### src/rtl/rsa_job_ctrl.sv
// Job sequencer between the SPI register bank and rsa_unit.
// Optional RUN watchdog: define RSA_CTRL_TIMEOUT_EN.
module rsa_job_ctrl #(
    parameter int W           = 8,
    parameter int CNT_W       = 16,
    parameter int TIMEOUT_CYC = 60000,
    parameter int GAP_CYC     = 2
) (
    input  logic             clk,
    input  logic             rst_n,
    input  logic             start_i,
    input  logic             abort_i,
    input  logic             clr_i,
    input  logic [W-1:0]     p_i,
    input  logic [W-1:0]     e_i,
    input  logic [W-1:0]     m_i,
    input  logic [W-1:0]     const_i,
    output logic             rsa_en_o,
    output logic             rsa_rstb_o,
    output logic [W-1:0]     rsa_p_o,
    output logic [W-1:0]     rsa_e_o,
    output logic [W-1:0]     rsa_m_o,
    output logic [W-1:0]     rsa_const_o,
    input  logic             rsa_eoc_i,
    input  logic [W-1:0]     rsa_c_i,
    output logic [W-1:0]     result_o,
    output logic             result_vld_o,
    output logic [7:0]       status_o,
    output logic [CNT_W-1:0] cycles_o
);

`ifdef RSA_CTRL_TIMEOUT_EN
    localparam bit TMO_EN = 1'b1;
`else
    localparam bit TMO_EN = 1'b0;
`endif

    localparam int GAP_W = (GAP_CYC > 1) ? $clog2(GAP_CYC) : 1;

    typedef enum logic [2:0] {
        S_IDLE,
        S_LOAD,
        S_RUN,
        S_DONE,
        S_ABORT,
        S_GAP
    } state_t;

    state_t           state;
    state_t           state_nx;
    logic             busy;
    logic             armed;
    logic             accept;
    logic             take;
    logic             tmo_hit;
    logic             gap_last;
    logic             done_st;
    logic             tmo_st;
    logic             ovr_st;
    logic             abt_st;
    logic [CNT_W-1:0] cyc_inc;
    logic [GAP_W-1:0] gap_cnt;

    assign cyc_inc  = (&cycles_o) ? cycles_o : cycles_o + 1'b1;
    assign accept   = (state == S_RUN) && armed && rsa_eoc_i;
    assign take     = accept && !abort_i;
    assign gap_last = (gap_cnt == GAP_W'(GAP_CYC - 1));

    // Watchdog fires on the cycle the count would reach the limit.
    assign tmo_hit = TMO_EN && (state == S_RUN) && !accept &&
                     (cyc_inc == CNT_W'(TIMEOUT_CYC));

    always_ff @(posedge clk or negedge rst_n) begin
        if (!rst_n) begin
            state <= S_IDLE;
        end else begin
            state <= state_nx;
        end
    end

    always_comb begin
        state_nx = state;
        unique case (state)
            S_IDLE:  if (start_i) state_nx = S_LOAD;
            S_LOAD:  state_nx = S_RUN;
            S_RUN: begin
                if (abort_i || tmo_hit) begin
                    state_nx = S_ABORT;
                end else if (accept) begin
                    state_nx = S_DONE;
                end
            end
            S_DONE:  state_nx = S_GAP;
            S_ABORT: state_nx = S_GAP;
            S_GAP:   if (gap_last) state_nx = S_IDLE;
            default: state_nx = S_IDLE;
        endcase
    end

    always_comb begin
        rsa_en_o   = (state == S_RUN);
        rsa_rstb_o = (state != S_ABORT);
        busy       = (state != S_IDLE);
    end

    always_ff @(posedge clk or negedge rst_n) begin
        if (!rst_n) begin
            rsa_p_o      <= '0;
            rsa_e_o      <= '0;
            rsa_m_o      <= '0;
            rsa_const_o  <= '0;
            result_o     <= '0;
            result_vld_o <= 1'b0;
            cycles_o     <= '0;
            armed        <= 1'b0;
            gap_cnt      <= '0;
        end else begin
            result_vld_o <= take;
            if (take) begin
                result_o <= rsa_c_i;
            end
            if (state == S_LOAD) begin
                rsa_p_o     <= p_i;
                rsa_e_o     <= e_i;
                rsa_m_o     <= m_i;
                rsa_const_o <= const_i;
                cycles_o    <= '0;
                armed       <= 1'b0;
            end
            // A level eoc left over from the previous job is not trusted
            // until the unit has been seen low at least once.
            if (state == S_RUN) begin
                cycles_o <= cyc_inc;
                if (!rsa_eoc_i) begin
                    armed <= 1'b1;
                end
            end
            if (state == S_GAP) begin
                gap_cnt <= gap_cnt + 1'b1;
            end else begin
                gap_cnt <= '0;
            end
        end
    end

    always_ff @(posedge clk or negedge rst_n) begin
        if (!rst_n) begin
            done_st <= 1'b0;
            tmo_st  <= 1'b0;
            ovr_st  <= 1'b0;
            abt_st  <= 1'b0;
        end else begin
            done_st <= (state == S_DONE) || (done_st && !clr_i);
            tmo_st  <= tmo_hit || (tmo_st && !clr_i);
            ovr_st  <= (start_i && busy) || (ovr_st && !clr_i);
            abt_st  <= (state == S_ABORT) || (abt_st && !clr_i);
        end
    end

    assign status_o = {3'b000, abt_st, ovr_st, tmo_st, busy, done_st};

endmodule

### config.mk
export PLATFORM = sky130hd
export DESIGN_NAME = rsa_job_ctrl
export DESIGN_NICKNAME = d
export VERILOG_FILES = /design/src/rtl/rsa_job_ctrl.sv
export SDC_FILE = /design/constraint.sdc
export NUM_CORES = 1
export LEC_CHECK = 0
export BUFFER_PORTS_ARGS = -buffer_cell sky130_fd_sc_hd__buf_2
export CORE_MARGIN = 8
export CORE_UTILIZATION = 45
export CTS_BUF_LIST = sky130_fd_sc_hd__clkbuf_2 sky130_fd_sc_hd__clkbuf_4 sky130_fd_sc_hd__clkbuf_8
export DETAILED_ROUTE_END_ITERATION = 12
export GPL_ROUTABILITY_DRIVEN = 0
export GPL_TIMING_DRIVEN = 0
export HOLD_SLACK_MARGIN = 0.05
export PLACE_DENSITY = 0.77
export SLEW_MARGIN = 20
export SYNTH_ARGS = -nofsm -noshare
export SYNTH_HDL_FRONTEND = slang
export SYNTH_SLANG_ARGS = --single-unit
### constraint.sdc
create_clock -name clk -period 1.93 [get_ports clk]
set_input_delay 0.0965 -clock clk [delete_from_list [all_inputs] [get_ports clk]]
set_output_delay 0.0965 -clock clk [all_outputs]
set_load 0.01 [all_outputs]
==> Yosys cells after proc, flatten, opt, wreduce, memory -nomap -nowiden <==
Index checks and enable logic that the tools add are counted.
{ "word_totals": {"mem_bits_rw": 0, "latch_bits": 0, "reg_bits": 66, "mem_count": 0, "rom_bits": 0} }
{ "classes": {"div_mod_pow": 0, "muxes": 12, "add_sub_neg": 2, "magnitude_cmp": 0, "eq_ne": 10, "mul": 0, "shifts": 0, "n_bitwise": 0, "n_reduce_logical": 20} }
{ "ops": {"columns": ["op", "n"], "rows": [
  ["two-way mux 16 bit", 3],
  ["adder 16 x 1 -> 16 bit, second input constant", 1],
  ["AND reduction 16 bit", 1],
  ["one-hot mux 3 bit (5 select lines)", 1],
  ["two-way mux 3 bit", 4],
  ["logical AND 1 bit", 8],
  ["== test 3 x 2 -> 1 bit, second input constant", 2],
  ["== test 3 bit, second input constant", 2],
  ["inequality test 2 bit, second input constant", 3],
  ["two-way mux 1 bit", 4],
  ["== test 3 x 1 -> 1 bit, second input constant", 1],
  ["logical NOT 3 bit", 1],
  ["logical OR 1 bit", 3],
  ["inequality test 3 x 2 -> 1 bit, second input constant", 1],
  ["inequality test 3 bit, second input constant", 1],
  ["AND reduction 3 bit", 1],
  ["nonzero test 3 bit", 1],
  ["logical NOT 1 bit", 2],
  ["AND reduction 2 bit", 1],
  ["nonzero test 2 bit", 1],
  ["OR reduction 2 bit", 1],
  ["adder 1 bit, second input constant", 1]
]} }

==> Depth between registers and ports, before layout <==
Gate-level depths: netlist of run 1.
{ "depth": {"ltp_word": 6, "ltp_mapped": 7, "depth_no_buf": 5} }

==> Worst setup path after synthesis of run 1 <==
OpenSTA, ideal clock, no wires.
{ "synth_timing": {"kind": "reg-to-reg", "from": "register cycles_o[0]", "to": "register cycles_o[11]", "synth_period_minus_slack_ps": 1834, "t_required_ps": 1809, "path_buffers": 1, "arrival_time_ps": 1713, "path_stages_with_launch": 7, "setup_ps": 121, "setup_slack_ps": 96, "cell_sequence": "dfrtp_1 ha_1 nand3_1 nor2_1 buf_2 a21oi_1 o22a_1"} }
{ "synth_via": {"elab_chain_len": 3, "word_cells_on_any_way": 6} }
{ "synth_lines": {"columns": ["element", "line", "text"], "rows": [
  ["from (decl)", "29", "output logic [CNT_W-1:0] cycles_o"],
  ["from (signal assigned)", "133", "cycles_o <= cyc_inc;"],
  ["adder 16 x 1 -> 16 bit or AND reduction 16 bit (tied branches)", "64", "assign cyc_inc = (&cycles_o) ? cycles_o : cycles_o + 1'b1;"],
  ["two-way mux 16 bit or inequality test 2 bit (tied branches)", null, null],
  ["two-way mux 16 bit or AND reduction 2 bit (tied branches)", null, null]
]} }
Several ways; a longest one is shown, not always the timed one. The select of a mux whose other input is x is not followed.
A chain may end at the register's enable or synchronous reset.

==> Worst setup path in the final report of run 1 <==
{ "layout_timing": {"from": "register cycles_o[7]", "to": "register cycles_o[15]"} }
Same word-level chain as after synthesis.

==> out/qor.yml, run 1 <==
run_status:
  status: "complete, no violations"
global_route:
  top_usage_layer: "met2"
  use_met1: 0.211
  grt_max_degree: 58
  grt_antenna_before_repair: 1
  grtUsageTotal: 0.199
  grt_first_pass_wirelength_um: 15300
  grt_pass1_vias: 3144
  use_met3: 0.0725
  met2_usage: 0.338
  overflow: 0
floorplan:
  row_count: 29
  core_area_sq_um: 6350
  start_util: 0.466
  dieHeight_um: 97.1
  dieWidth_um: 97.1
  io_pins: 113
  design.die.area_sq_um: 9420
sta:
  fmax_mhz: 537
  finalHoldViolations: 0
  tightest_slew_ns: 0.527
  fin_worst_skew_ns: 0.00545
  fin_crit_sh: 0.965
  relSlewSlack: 0.649
  setup_viol: 0
  rsz0062_at_grt: "true"
  post-route-min-period_ns: 1.86
  slew_viol_final: 0
final_layout:
  fillers: 464
  final_area_sq_um: 4430
  layout_common_cells: "buf_2, nand2_1, dfrtp_1, dlygate4sd3_1, clkbuf_8"
  layout_commonest_cell: "buf_2"
  finish.utilization: 0.698
  drive_gt1_frac: 0.348
  area_delta_synth_final_pct: 49.8
  nets: 523
  multiInputGateArea_sq_um: 1210
  regArea_sq_um: 1650
critical_path:
  rrSetupSlack_ns: 0.07
  cp-end-kind: "register"
  reg2reg_to: "cycles_o[15]$_DFFE_PN0P_"
  arrival_ns: 2.12
  path_class: "register to register"
  crit_path_end: "cycles_o[15]$_DFFE_PN0P_"
  cp_max_fo: 8
  crit_start: "cycles_o[7]$_DFFE_PN0P_"
  worstPathRequired_ns: 2.19
  r2r-start: "cycles_o[7]$_DFFE_PN0P_"
  rr_worst_depth: 4
  cp-start-kind: "register"
cts:
  clk_root_buffer_cell: "clkbuf_8"
  clkSinkCount: 66
  clock_latency_ns: 0.34
  ctsHtreeMaxLevel: 3
  path_clk_slew_ns: 0.07
  cts_inserted_buffers: 9
  cts_tree: "built"
  clk_path_buf_depth: 2
power_and_ir_drop:
  power.total_mw: 5.90
  cellLeakagePower_nw: 2.33
  power_density_nw_per_um2: 1330
  ir_drop_uv: 894
logic_synthesis:
  ys_async_sr_fraction: 1.00
  synthCells: 304
  avgSynthCellArea_sq_um: 9.73
  yosysWarnings: 0
  ys_seq_area_frac: 0.558
  ys.flop_type: "dfrtp_1"
  syn_area_sq_um: 2960
  synth-seq-cells: 66
  synthDistinctLibCells: 44
  synth_edf_count: 0
placed_design:
  port-buffer-count: 109
  dp_hpwl_um: 5700
  place_area_sq_um: 3640
route:
  first_pass_iters: 4
  post_drt_wl_per_cell_um: 16.9
  ant_nets: 0
  vias: 2930
  viasPerCell: 5.25
  drt_first_iter_violations: 87
  drc: 0
  wirelength_um: 9410
flow_run:
  cap_violations: 0
hold_path:
  hold_class: "primary input to asynchronous set/reset pin"
sequential cells by signal (all words and copies together), names as in the netlist, 3 cells and up:
| signal | flops |
|---|---|
| cycles_o | 16 |
| result_o | 8 |
| rsa_const_o | 8 |
| rsa_e_o | 8 |
| rsa_m_o | 8 |
| rsa_p_o | 8 |
| state | 3 |
through the flow:
stage          worst slack, ns  instances  hold slack (ns)  setup TNS [ns]
2_1_floorplan           0.0959        306           -0.199               0
3_3_place_gp            -0.269        492            0.278           -5.20
3_5_place_dp            -0.291        493          -0.0481           -5.44
4_1_cts                 0.0275        554            0.129               0
5_1_grt               -0.00631        558            0.145        -0.00677
6_report                0.0685        558            0.136               0
where the power goes:
group	internal, mW	total, mW	switching, mW	leakage (nW)
clock	0.767	1.27	0.501	0.115
sequential	1.89	2.20	0.308	0.848
combinational	1.01	2.43	1.42	1.37
total	3.67	5.90	2.23	2.33
worst min-delay path by stage:
stage          startpoint                       end  slack [ns]  cells past startpoint
2_1_floorplan       rst_n          abt_st$_DFF_PN0_       -0.20                      0
3_3_place_gp        clr_i          tmo_st$_DFF_PN0_        0.28                      2
3_5_place_dp        rst_n  cycles_o[13]$_DFFE_PN0P_       -0.05                      1
4_1_cts             rst_n  cycles_o[13]$_DFFE_PN0P_        0.13                      2
5_1_grt             rst_n  cycles_o[13]$_DFFE_PN0P_        0.15                      2
6_report            rst_n  cycles_o[13]$_DFFE_PN0P_        0.14                      2
layer usage:
metal  vias up  part of all wire  wire (um)
li1       1362                 -          -
met1      1437              0.39       3660
met2       113              0.50       4720
met3        18             0.087        818
met4         0             0.022        209
met5         -                 0          0
cells by family (layout without fill, tap and decap cells):
group | after synthesis | after routing | synth area share
AND/OR/NAND/NOR | 142 | 142 | 0.218
AO/OA/AOI/OAI | 56 | 56 | 0.135
adder cells (fa/ha/maj) | 1 | 1 | 0.00423
buffers and inverters | 29 | 203 | 0.0491
multiplexers | 9 | 9 | 0.0338
flip-flops | 66 | 66 | 0.558
other | 1 | 4 | 0.00127
area by class of cell:
| class | count | area share |
|---|---|---|
| Sequential cell | 66 | 0.373 |
| Clock buffer | 14 | 0.0435 |
| Antenna cell | 1 | 0.000565 |
| Timing Repair Buffer | 160 | 0.246 |
| Buffer | 21 | 0.0294 |
| Multi-Input combinational cell | 211 | 0.273 |
| Inverter | 7 | 0.00649 |
| Tap cell | 77 | 0.0217 |
| Clock inverter | 1 | 0.00678 |
critical path: stages (launching register included):
cell	delay, ns
dfrtp_1	0.51
nand4_4	0.19
or4_4	0.59
or4_1	0.42
o211ai_2	0.08
cell usage after synthesis, types with 2 or more instances:
cell       count  share of area
a211oi_1       5          0.013
nor2_1         6         0.0076
o211ai_1       2         0.0051
dfrtp_1       66           0.56
mux2_2         8          0.030
a31oi_1        4         0.0085
buf_2          5         0.0085
nor2b_1        2         0.0042
a21oi_1       10          0.017
and3_1         2         0.0042
nand3_1        3         0.0051
or3_1          4         0.0085
a21o_1         4          0.010
nor3b_1        2         0.0051
o22a_1         5          0.015
a2bb2oi_1      5          0.015
or4_1          3         0.0076
o21ai_0       11          0.019
a21boi_0       4          0.010
inv_1          6         0.0076
nand4_1        2         0.0042
nand2_1      108           0.14
buf_4          8          0.020
clkbuf_1       9          0.011
what timing repair did:
| action | 4_1_cts | 5_1_grt |
|---|---|---|
| pin swaps | 1 | 3 |
| setup endpoints to repair | 55 | 27 |
| setup buffers | 2 | 3 |
| hold buffers | 45 | 0 |
| endpoints found under the hold margin | 111 | 0 |
| resized for setup | 9 | 8 |
Power figures use the tool's default switching activity.
==> run 2, diff against run 1 <==
--- a/config.mk
+++ b/config.mk
@@ -6,4 +6,5 @@
 export NUM_CORES = 1
 export LEC_CHECK = 0
+export ABC_AREA = 1
 export BUFFER_PORTS_ARGS = -buffer_cell sky130_fd_sc_hd__buf_2
 export CORE_MARGIN = 8
@@ -15,4 +16,5 @@
 export HOLD_SLACK_MARGIN = 0.05
 export PLACE_DENSITY = 0.77
+export REMOVE_ABC_BUFFERS = 1
 export SLEW_MARGIN = 20
 export SYNTH_ARGS = -nofsm -noshare
==> constraint.sdc (replaced) <==
create_clock -name clk -period 1.93 [get_ports clk]
set_input_delay 0.0965 -clock clk [delete_from_list [all_inputs] [get_ports clk]]
set_output_delay 0.0965 -clock clk [all_outputs]
set_load 0.1 [all_outputs]
==> run 2 against run 1 <==
Effect of this change:
- clock skew barely moved
- count of clock-buffer cells in the layout fell by 5
- final cell count rose by 10%
- critical endpoint is now rsa_en_o
==> out/qor.yml, run 2 <==
floorplan:
  io_pins: 113
  design.die.area_sq_um: 9480
  row_count: 29
  start_util: 0.466
  dieHeight_um: 97.3
  core_area_sq_um: 6390
  dieWidth_um: 97.3
logic_synthesis:
  yosysWarnings: 0
  synth_edf_count: 0
  synth-seq-cells: 66
  ys_seq_area_frac: 0.555
  syn_area_sq_um: 2980
  synth.largest_area_cell: "dfrtp_1"
  avgSynthCellArea_sq_um: 7.92
  ys.flop_type: "dfrtp_1"
  yosys.area.top_type_share: 0.555
  synthDistinctLibCells: 27
  yosysMostFrequentCell: "nand2_1"
  synthTopCellsByCount: "nand2_1, dfrtp_1, nor2_1"
  synthCells: 376
  ys_async_sr_fraction: 1.00
  synth_area_leaders: "dfrtp_1, nand2_1, nor2_1"
route:
  drc: 0
  viasPerCell: 4.90
  ant_nets: 0
  post_drt_wl_per_cell_um: 14.0
  first_pass_iters: 4
  drt_first_iter_violations: 98
  vias: 3014
  wirelength_um: 8620
cts:
  ctsHtreeMaxLevel: 3
  clk_root_buffer_cell: "clkbuf_8"
  clkSinkCount: 66
  cts_inserted_buffers: 9
  clock_latency_ns: 0.34
  clk_path_buf_depth: 2
  path_clk_slew_ns: 0.07
  cts_tree: "built"
critical_path:
  path_class: "register to output pin"
  cp-start-kind: "register"
  cp-end-kind: "output pin"
  worstPathRequired_ns: 1.83
  arrival_ns: 1.66
  rrSetupSlack_ns: 0.23
  cp_max_fo: 9
final_layout:
  layout_common_cells: "nand2_1, buf_2, dfrtp_1, dlygate4sd3_1, nor2_1"
  largest_register: "cycles_o"
  fillers: 514
  largest_register_ffs: 16
  layout_commonest_cell: "nand2_1"
  nets: 579
  drive_gt1_frac: 0.276
  area_delta_synth_final_pct: 43.9
sta:
  finalHoldViolations: 0
  setup_viol: 0
  fin_worst_skew_ns: 0.00556
  fmax_mhz: 569
  fin_crit_sh: 0.910
  rsz0062_at_grt: "false"
  post-route-min-period_ns: 1.76
  setup_tns_ns: 0
  slew_viol_final: 0
placed_design:
  port-buffer-count: 109
  dp_hpwl_um: 5680
global_route:
  overflow: 0
  grtUsageTotal: 0.183
  grt_antenna_before_repair: 1
  grt_max_degree: 42
  grt_first_pass_wirelength_um: 14500
  grt_pass1_vias: 3027
hold_path:
  hold_class: "primary input to asynchronous set/reset pin"
flow_run:
  cap_violations: 0
run_status:
  status: "complete, no violations"
-- run 2: changes by cell type after synthesis, moves of 5 or more --
cell,previous run,this run
nand2_1,108,185
nor2_1,6,25
inv_1,6,22
nand3_1,3,14
mux2_2,8,0
a211oi_1,5,0
a2bb2oi_1,5,0
o22a_1,5,0
-- run 2: per-stage QoR --
| stage | utilization | setup WS, ns | area, sq um | cells | hold slack (ns) |
|---|---|---|---|---|---|
| floorplan | - | -0.648 | 2880 | 361 | -0.199 |
| global placement | 0.551 | -1.75 | 3520 | 547 | 0.292 |
| detailed placement | 0.558 | -0.324 | 3560 | 549 | 0.0381 |
| CTS | 0.667 | 0.0503 | 4260 | 611 | 0.209 |
| global route | 0.671 | 0.0468 | 4290 | 615 | 0.239 |
| finish | 0.671 | 0.173 | 4290 | 615 | 0.215 |
-- run 2: logic make-up after synthesis --
| kind of cell | share of synthesized area |
|---|---|
| simple gates | 0.324 |
| flops | 0.555 |
| buf+inv | 0.0697 |
| compound gates | 0.0433 |
| xor+xnor | 0.00294 |
| fa+ha+maj | 0.00420 |
| other cells | 0.00126 |
-- run 2: repair_timing --
| item | CTS | global route |
|---|---|---|
| endpoints found under the setup margin | 17 | 15 |
| pin swaps | 1 | 0 |
| setup buffers | 1 | 3 |
| hold buffers | 45 | 0 |
| hold endpoints to repair | 113 | 0 |
| gates resized for setup | 3 | 2 |
-- run 2: routing by layer --
layer  GRT usage  vias to the layer above  routed length [um]
li1            -                     1461                   -
met1       0.204                     1431                3520
met2       0.304                      111                4190
met3      0.0747                       11                 797
met4      0.0758                        0                 117
met5           0                        -                   0
-- run 2: worst max-delay path, cell delays in order, from the launching register on --
cell,delay (ns)
dfrtp_1,0.44
inv_2,0.10
nand3_2,0.21
clkinvlp_4,0.24
buf_4,0.32
-- run 2: final cells by class --
cell class                 count  area, sq um  share of cell area
clock buffer                   9          124              0.0289
sequential                    66         1650               0.385
clock inverter                 7          103              0.0239
antenna                        1         2.50            0.000584
timing repair buffer         160         1070               0.249
multi-input combinational    268         1130               0.264
inverter                      27          110              0.0257
tap                           77         96.3              0.0225
-- run 2: worst paths after layout --
check	start	end	cells after the start
worst max-delay path	state[2]$_DFFE_PN0P_	rsa_en_o	4
worst min-delay path	rst_n	tmo_st$_DFF_PN0_	2
worst max register to register	cycles_o[0]$_DFFE_PN0P_	cycles_o[4]$_DFFE_PN0P_	9
worst min register to register	rsa_m_o[6]$_DFFE_PN0P_	rsa_m_o[6]$_DFFE_PN0P_	2
max in group asynchronous	rst_n	result_o[5]$_DFFE_PN0P_	3
min in group clk	rsa_m_o[6]$_DFFE_PN0P_	rsa_m_o[6]$_DFFE_PN0P_	2
Power of run 2 is left out: the tool's default activity adds up to more than one toggle a clock period on the data nets, which glitch-free logic cannot reach.
